`src/rtl/sensor_tx_scheduler.sv`:
```
// Shares one 80-bit UART TX channel between ADS1292 samples and MPR121 touch updates.
// Each source has a one-deep buffer. A round-robin arbiter feeds a two-state frame sender.
module sensor_tx_scheduler #(
  parameter int         DROP_CNT_W = 8,
  parameter logic [3:0] ADS_TAG    = 4'hA,
  parameter logic [3:0] MPR_TAG    = 4'hB
) (
  input  logic                  i_CLK,
  input  logic                  i_RSTN,
  input  logic                  i_RUN,
  input  logic [71:0]           i_ADS_DATA,
  input  logic                  i_ADS_VALID,
  input  logic [11:0]           i_MPR_STATUS,
  input  logic                  i_MPR_VALID,
  output logic [79:0]           o_UART_DATA_TX,
  output logic                  o_UART_DATA_TX_VALID,
  input  logic                  i_UART_DATA_TX_READY,
  output logic [DROP_CNT_W-1:0] o_ADS_DROP_CNT,
  output logic [DROP_CNT_W-1:0] o_MPR_DROP_CNT,
  output logic                  o_BUSY
);

  localparam logic STATE_IDLE = 1'b0;
  localparam logic STATE_SEND = 1'b1;

  logic        state;
  logic        ads_full;
  logic        mpr_full;
  logic [71:0] ads_buf;
  logic [11:0] mpr_buf;
  logic [3:0]  ads_seq;
  logic [3:0]  mpr_seq;
  logic        last_mpr;
  logic        grant_ads;
  logic        grant_mpr;
  logic        ads_drop;
  logic        mpr_drop;

  // last_mpr is the round-robin pointer: on a tie, the source not granted last wins
  always_comb begin
    grant_ads = 1'b0;
    grant_mpr = 1'b0;
    if (state == STATE_IDLE && i_RUN) begin
      if (ads_full && (!mpr_full || last_mpr))
        grant_ads = 1'b1;
      else if (mpr_full)
        grant_mpr = 1'b1;
    end
  end

  assign ads_drop = i_RUN & i_ADS_VALID & ads_full & ~grant_ads;
  assign mpr_drop = i_RUN & i_MPR_VALID & mpr_full & ~grant_mpr;
  assign o_BUSY   = (state == STATE_SEND) | ads_full | mpr_full;

  // A buffer being emptied by a grant can take a new sample in the same cycle
  always_ff @(posedge i_CLK or negedge i_RSTN) begin
    if (!i_RSTN) begin
      ads_full <= 1'b0;
      mpr_full <= 1'b0;
      ads_buf  <= '0;
      mpr_buf  <= '0;
    end else if (!i_RUN) begin
      ads_full <= 1'b0;
      mpr_full <= 1'b0;
    end else begin
      if (i_ADS_VALID && (!ads_full || grant_ads)) begin
        ads_buf  <= i_ADS_DATA;
        ads_full <= 1'b1;
      end else if (grant_ads) begin
        ads_full <= 1'b0;
      end
      if (i_MPR_VALID && (!mpr_full || grant_mpr)) begin
        mpr_buf  <= i_MPR_STATUS;
        mpr_full <= 1'b1;
      end else if (grant_mpr) begin
        mpr_full <= 1'b0;
      end
    end
  end

  always_ff @(posedge i_CLK or negedge i_RSTN) begin
    if (!i_RSTN) begin
      o_ADS_DROP_CNT <= '0;
      o_MPR_DROP_CNT <= '0;
    end else begin
      if (ads_drop && o_ADS_DROP_CNT != '1)
        o_ADS_DROP_CNT <= o_ADS_DROP_CNT + DROP_CNT_W'(1);
      if (mpr_drop && o_MPR_DROP_CNT != '1)
        o_MPR_DROP_CNT <= o_MPR_DROP_CNT + DROP_CNT_W'(1);
    end
  end

  // The frame register is only loaded in IDLE, so it stays stable while waiting for ready
  always_ff @(posedge i_CLK or negedge i_RSTN) begin
    if (!i_RSTN) begin
      state                <= STATE_IDLE;
      o_UART_DATA_TX       <= 80'h0;
      o_UART_DATA_TX_VALID <= 1'b0;
      ads_seq              <= 4'h0;
      mpr_seq              <= 4'h0;
      last_mpr             <= 1'b1;
    end else begin
      case (state)
        STATE_IDLE: begin
          if (grant_ads) begin
            o_UART_DATA_TX       <= {ADS_TAG, ads_seq, ads_buf};
            o_UART_DATA_TX_VALID <= 1'b1;
            ads_seq              <= ads_seq + 4'h1;
            last_mpr             <= 1'b0;
            state                <= STATE_SEND;
          end else if (grant_mpr) begin
            o_UART_DATA_TX       <= {MPR_TAG, mpr_seq, 60'h0, mpr_buf};
            o_UART_DATA_TX_VALID <= 1'b1;
            mpr_seq              <= mpr_seq + 4'h1;
            last_mpr             <= 1'b1;
            state                <= STATE_SEND;
          end
        end
        STATE_SEND: begin
          if (i_UART_DATA_TX_READY) begin
            o_UART_DATA_TX_VALID <= 1'b0;
            state                <= STATE_IDLE;
          end
        end
        default: state <= STATE_IDLE;
      endcase
    end
  end

endmodule

```
`config.mk`:
```
export PLATFORM = sky130hd
export DESIGN_NAME = sensor_tx_scheduler
export DESIGN_NICKNAME = d
export VERILOG_FILES = /design/src/rtl/sensor_tx_scheduler.sv
export SDC_FILE = /design/constraint.sdc
export NUM_CORES = 1
export LEC_CHECK = 0
export CORE_MARGIN = 2
export CORE_UTILIZATION = 50
export CTS_CLUSTER_SIZE = 30
export DETAILED_ROUTE_END_ITERATION = 7
export GPL_ROUTABILITY_DRIVEN = 0
export GPL_TIMING_DRIVEN = 0
export PLACE_DENSITY = 0.77
export SYNTH_ARGS = -nofsm -noshare
export SYNTH_HDL_FRONTEND = slang
export SYNTH_SLANG_ARGS = --single-unit
export TNS_END_PERCENT = 20
```
`constraint.sdc`:
```
create_clock -name i_CLK -period 1.9 [get_ports i_CLK]
set_clock_uncertainty 0.1 [all_clocks]
set_input_delay 0.19 -clock i_CLK [delete_from_list [all_inputs] [get_ports i_CLK]]
set_output_delay 0.19 -clock i_CLK [all_outputs]
set_load 0.03 [all_outputs]
```
== After elaboration in Yosys (flattened, before gate mapping) ==
Cells that the tools add are included.

* Add/subtract/negate cells: 4
* Equality and inequality tests: 6
* Mux-type cells: 22
* Bitwise operators: 11
* Reduce and logical (&&, ||, !) cells: 18

{| class="wikitable"
|+ Operators by type and width
! kind !! count
|-
| 80-bit 2-to-1 mux || 2
|-
| 1-bit 2-to-1 mux || 18
|-
| 8-bit by 1-bit adder with 8-bit output (second input constant) || 2
|-
| 8-bit != test (second input constant) || 2
|-
| 2-bit AND reduction || 5
|-
| 4-bit by 1-bit adder with 4-bit output (second input constant) || 2
|-
| 1-bit AND || 6
|-
| 1-bit logical AND || 6
|-
| 3-bit by 1-bit != test with 1-bit output (second input constant) || 2
|-
| 1-bit case mux with 2 select lines || 2
|-
| 1-bit logical OR || 3
|-
| 3-bit != test (second input constant) || 1
|-
| 1-bit inverter || 3
|-
| 3-bit AND reduction || 1
|-
| 1-bit logical NOT || 2
|-
| 2-bit != test (second input constant) || 1
|-
| 1-bit bitwise OR || 2
|-
| 2-bit nonzero test || 1
|}

* Register bits after elaboration: 193
* Bits of input ports: 90
* Word-level logic and storage cells: 73

== Logic depth before layout (Yosys ltp) ==
* Depth after elaboration: 9
* Depth in mapped cells: 8

== Worst setup path after synthesis ==
Ideal clock, no wire load.

* Kind: register to register
* Start point: reg o_MPR_DROP_CNT[0]
* End point: reg o_MPR_DROP_CNT[1]
* Library setup time: 0.125 ns
* Data arrival time: 1.593 ns
* Data required time: 1.675 ns
* Path slack: 0.083 ns
* Stages on the path, launching flop included: 6
* Path buffers: 0
* Clock period less this slack: 1.817 ns
* Cell sequence: dfrtp_1 > ha_1 > nand2_1 > nor2_1 > a311oi_2 > mux2_2

* Word-level cells in the longest chain between the ends: 2

{| class="wikitable"
|+ Ends and longest elaborated chain
! item !! line !! text
|-
| start, declared || 19 || <nowiki>output logic [DROP_CNT_W-1:0] o_MPR_DROP_CNT,</nowiki>
|-
| start signal, assigned || 89 || <nowiki>o_MPR_DROP_CNT <= o_MPR_DROP_CNT + DROP_CNT_W'(1);</nowiki>
|-
| branches (longest 2 deep; another with 8-bit by 1-bit adder with 8-bit output) || - ||
|}

Several ways; the timed one is not identified.
A chain may end at the register's enable or synchronous reset.

== Final worst setup path ==
* Start point: reg state
* End point: out o_BUSY

* Word-level cells in the longest chain between the ends: 2

{| class="wikitable"
|+ Ends and longest elaborated chain
! item !! line !! text
|-
| start, declared || 26 || <nowiki>logic state;</nowiki>
|-
| start signal, assigned || 96 || <nowiki>state <= STATE_IDLE;</nowiki>
|-
| start signal, assigned || 110 || <nowiki>state <= STATE_SEND;</nowiki>
|-
| start signal, assigned || 116 || <nowiki>state <= STATE_SEND;</nowiki>
|-
| 1-bit bitwise OR (2 in a row) || 53 || <nowiki>assign o_BUSY = (state == STATE_SEND) | ads_full | mpr_full;</nowiki>
|-
| end, declared || 20 || <nowiki>output logic o_BUSY</nowiki>
|}

Every way passes these cells.

==> flow_summary.json <==
{
  "outcome": "finished, final reports clean",
  "combPwrFrac_pct": 32.0,
  "crit_slowest_cell": "dfrtp_2",
  "seq_area_frac_synth_pct": 59.3,
  "drtAntennaViolNets": 0,
  "yosysTopAreaCellShare_pct": 59.0,
  "post-cts-setup-buffers": 0,
  "end_kind": "output port",
  "start_util_pct": 50.9,
  "cts_tree": "done",
  "viasPerCell": 5.16,
  "power_mw": 13.7,
  "critPathMaxStageDelay_ns": 0.46,
  "port_buffers": 185,
  "max-vdd-ir-drop_v": 0.000663,
  "synth_commonest_cells": "dfrtp_1, nand2_1, mux2_4",
  "ys_types": 45,
  "path_class": "register to output port",
  "cts_max_level": 4,
  "routed.top_layer": "met4",
  "timing.final.crit_share_pct": 97.6,
  "wl_met2_um": 9300,
  "syn2layout_area_growth_pct": 34.5,
  "drt-pass1-iter-count": 4,
  "die-height_um": 131,
  "core_mm2": 0.0158,
  "drcViolationCount": 0,
  "synth_top_family_by_area": "multiplexers",
  "synth_cells": 654,
  "pre_cts_ws_ns": -0.0202,
  "synth_xor_area_share_pct": 0.869,
  "die_x_um": 131,
  "insertion_delay_ns": 0.43,
  "critPathMaxFanout": 8,
  "syn_avg_cell_area_um2": 12.3,
  "final_area_mm2": 0.0108,
  "ys_seq_elements": 191,
  "synth_compound_area_share_pct": 3.15,
  "synth-async-reset-ratio_pct": 100,
  "path_cells": "or3_1, clkdlybuf4s15_2",
  "finalCoreUtilization_pct": 68.5,
  "swShare_pct": 33.0,
  "wl_met1_um": 8100,
  "holdCritPathClass": "input pin to register",
  "antennaDiodeCount": 0,
  "finalHoldViolCount": 0,
  "leakage_nw": 5.28,
  "slew_headroom_pct": 39.6,
  "post-synth-top-count-cell": "dfrtp_1",
  "syn_nets": 748,
  "crit_path_start_kind": "register",
  "clkPwrFrac_pct": 25.5,
  "switching_power_mw": 4.53,
  "timing.fmax_mhz": 540,
  "nets": 955,
  "yosysTopAreaCell": "dfrtp_1",
  "max_cap_viol_count": 0,
  "worstPathArrival_ns": 1.56,
  "clockRootBuffer": "clkbuf_16",
  "ios": 188,
  "synth-edff-count": 0,
  "vias": 5622,
  "path_clk_slew_ns": 0.06,
  "netlist_top_cells_area": "dfrtp_1, mux2_4, nand2_1",
  "grt_max_degree": 123,
  "ys_warn_count": 0,
  "timing.final.crit_period_ns": 1.85,
  "synth.cell_area_mm2": 0.00806,
  "placed_area_mm2": 0.0102,
  "finalMaxSlewViolations": 0,
  "track_usage_pct": 22.7,
  "std_cell_rows": 46,
  "clock_path_buffers": 2,
  "synth-simple-area-share_pct": 13.8,
  "cts_buffers": 17,
  "seqPwrFrac_pct": 42.5,
  "synthFlopType": "dfrtp_1",
  "grt_pass1_vias": 5895,
  "synthMuxAreaShare_pct": 18.4,
  "cp_data_required_time_ns": 1.61,
  "worst_slack_ns": 0.0465,
  "overflow": 0,
  "antenna_found_initial": 0,
  "die_area_mm2": 0.0172,
  "hpwl_um": 13100,
  "drive_above_1_share_pct": 19.2,
  "finalSetupViolCount": 0,
  "internal-power_mw": 9.19,
  "p_per_area_mw_per_mm2": 1270,
  "grt_setup_unrepaired": "yes",
  "synthAdderAreaFrac_pct": 0.621,
  "fin_setup_tns_ns": 0,
  "dr_wl_met3_um": 995,
  "tightestPinTransition_ns": 0.906,
  "wl_um": 18800,
  "clock_sinks": 191,
  "drt-initial-drc-count": 259,
  "grt_pass1_wl_um": 29900,
  "wl_per_cell_um": 17.2
}
[per-stage QoR]
step | hold slack, ns | cells
floorplan | -0.206 | 654
global placement | 0.347 | 1055
detailed placement | 0.258 | 1056
CTS | 0.229 | 1090
global route | 0.236 | 1090
finish | 0.248 | 1090
[cell usage in the layout (no fill, tap or decap), types with 6 or more instances in the layout]
master / Yosys / layout
mux2_2: 22 / 22
o21ai_0: 18 / 18
buf_4: 10 / 11
dlymetal6s2s_1: 0 / 6
dfrtp_1: 190 / 188
clkbuf_16: 0 / 17
a21oi_1: 9 / 9
buf_2: 9 / 8
xnor2_1: 6 / 6
inv_1: 9 / 9
mux2_4: 71 / 71
clkdlybuf4s50_1: 0 / 177
buf_6: 10 / 10
mux2i_1: 17 / 17
nand2_1: 153 / 153
nand3_1: 68 / 67
clkbuf_1: 9 / 11
[sequential cells by signal, indices dropped and copies added, names as in the netlist]
name / cells
mpr_seq: 4
o_MPR_DROP_CNT: 8
state: 1
mpr_buf: 12
mpr_full: 1
last_mpr: 1
o_ADS_DROP_CNT: 8
ads_buf: 72
o_UART_DATA_TX: 78
ads_seq: 4
o_UART_DATA_TX_VALID: 1
ads_full: 1
[final cells by class]
class / count / area (um^2)
inverter: 9 / 33.8
clock buffer: 22 / 464
fill: 1132 / 4980
tap: 216 / 270
timing repair buffer: 188 / 1920
sequential: 191 / 4780
buffer: 39 / 274
clock inverter: 10 / 113
multi-input combinational: 415 / 2990
[critical path, delay by kind of cell (launching register included)]
family | cells | cell delay, ns
DFF | 1 | 0.46
and+or+nand+nor | 1 | 0.39
buffers and inverters | 1 | 0.29
[what timing repair did]
action	in CTS	in global routing
pin swaps	0	2
gates resized for setup	5	11
endpoints found under the hold margin	123	0
hold buffers	2	0
cloned	0	0
setup endpoints to repair	23	58
[per-layer routing]
metal | vias to the layer above | global-route usage, %
met4 | 0 | 8.64
met2 | 176 | 37.5
li1 | 2625 | -
met1 | 2789 | 29.5
met3 | 32 | 4.85
met5 | - | 0
[power by group through the flow]
stage               clock, mW  combinational, mW  sequential, mW
CTS                      3.58               4.44            5.83
floorplan                   0               1.39            6.91
global placement            0               4.28            5.83
global route             3.74               4.68            5.96
detailed placement          0               4.41            5.88
finish                   3.51               4.39            5.83
[cell families after synthesis]
family          Yosys count
other cells               1
xor+xnor                  8
flops                   191
compound gates           41
buf+inv                  48
fa+ha+maj                 4
simple gates            251
mux                     110
[path summary, 6_finish.rpt]
path,from,depth (start not counted),endpoint,slack [ns]
worst max register to register,last_mpr,5,ads_buf[24],0.06
min in group asynchronous,i_RSTN,2,o_ADS_DROP_CNT[6],0.36
worst max-delay path,state,2,o_BUSY,0.05
max in group asynchronous,i_RSTN,3,ads_buf[25],0.51
worst min-delay path,i_UART_DATA_TX_READY,2,o_UART_DATA_TX_VALID,0.25
worst min register to register,ads_buf[47],2,o_UART_DATA_TX[47],0.37
Power figures use the tool's default switching activity.
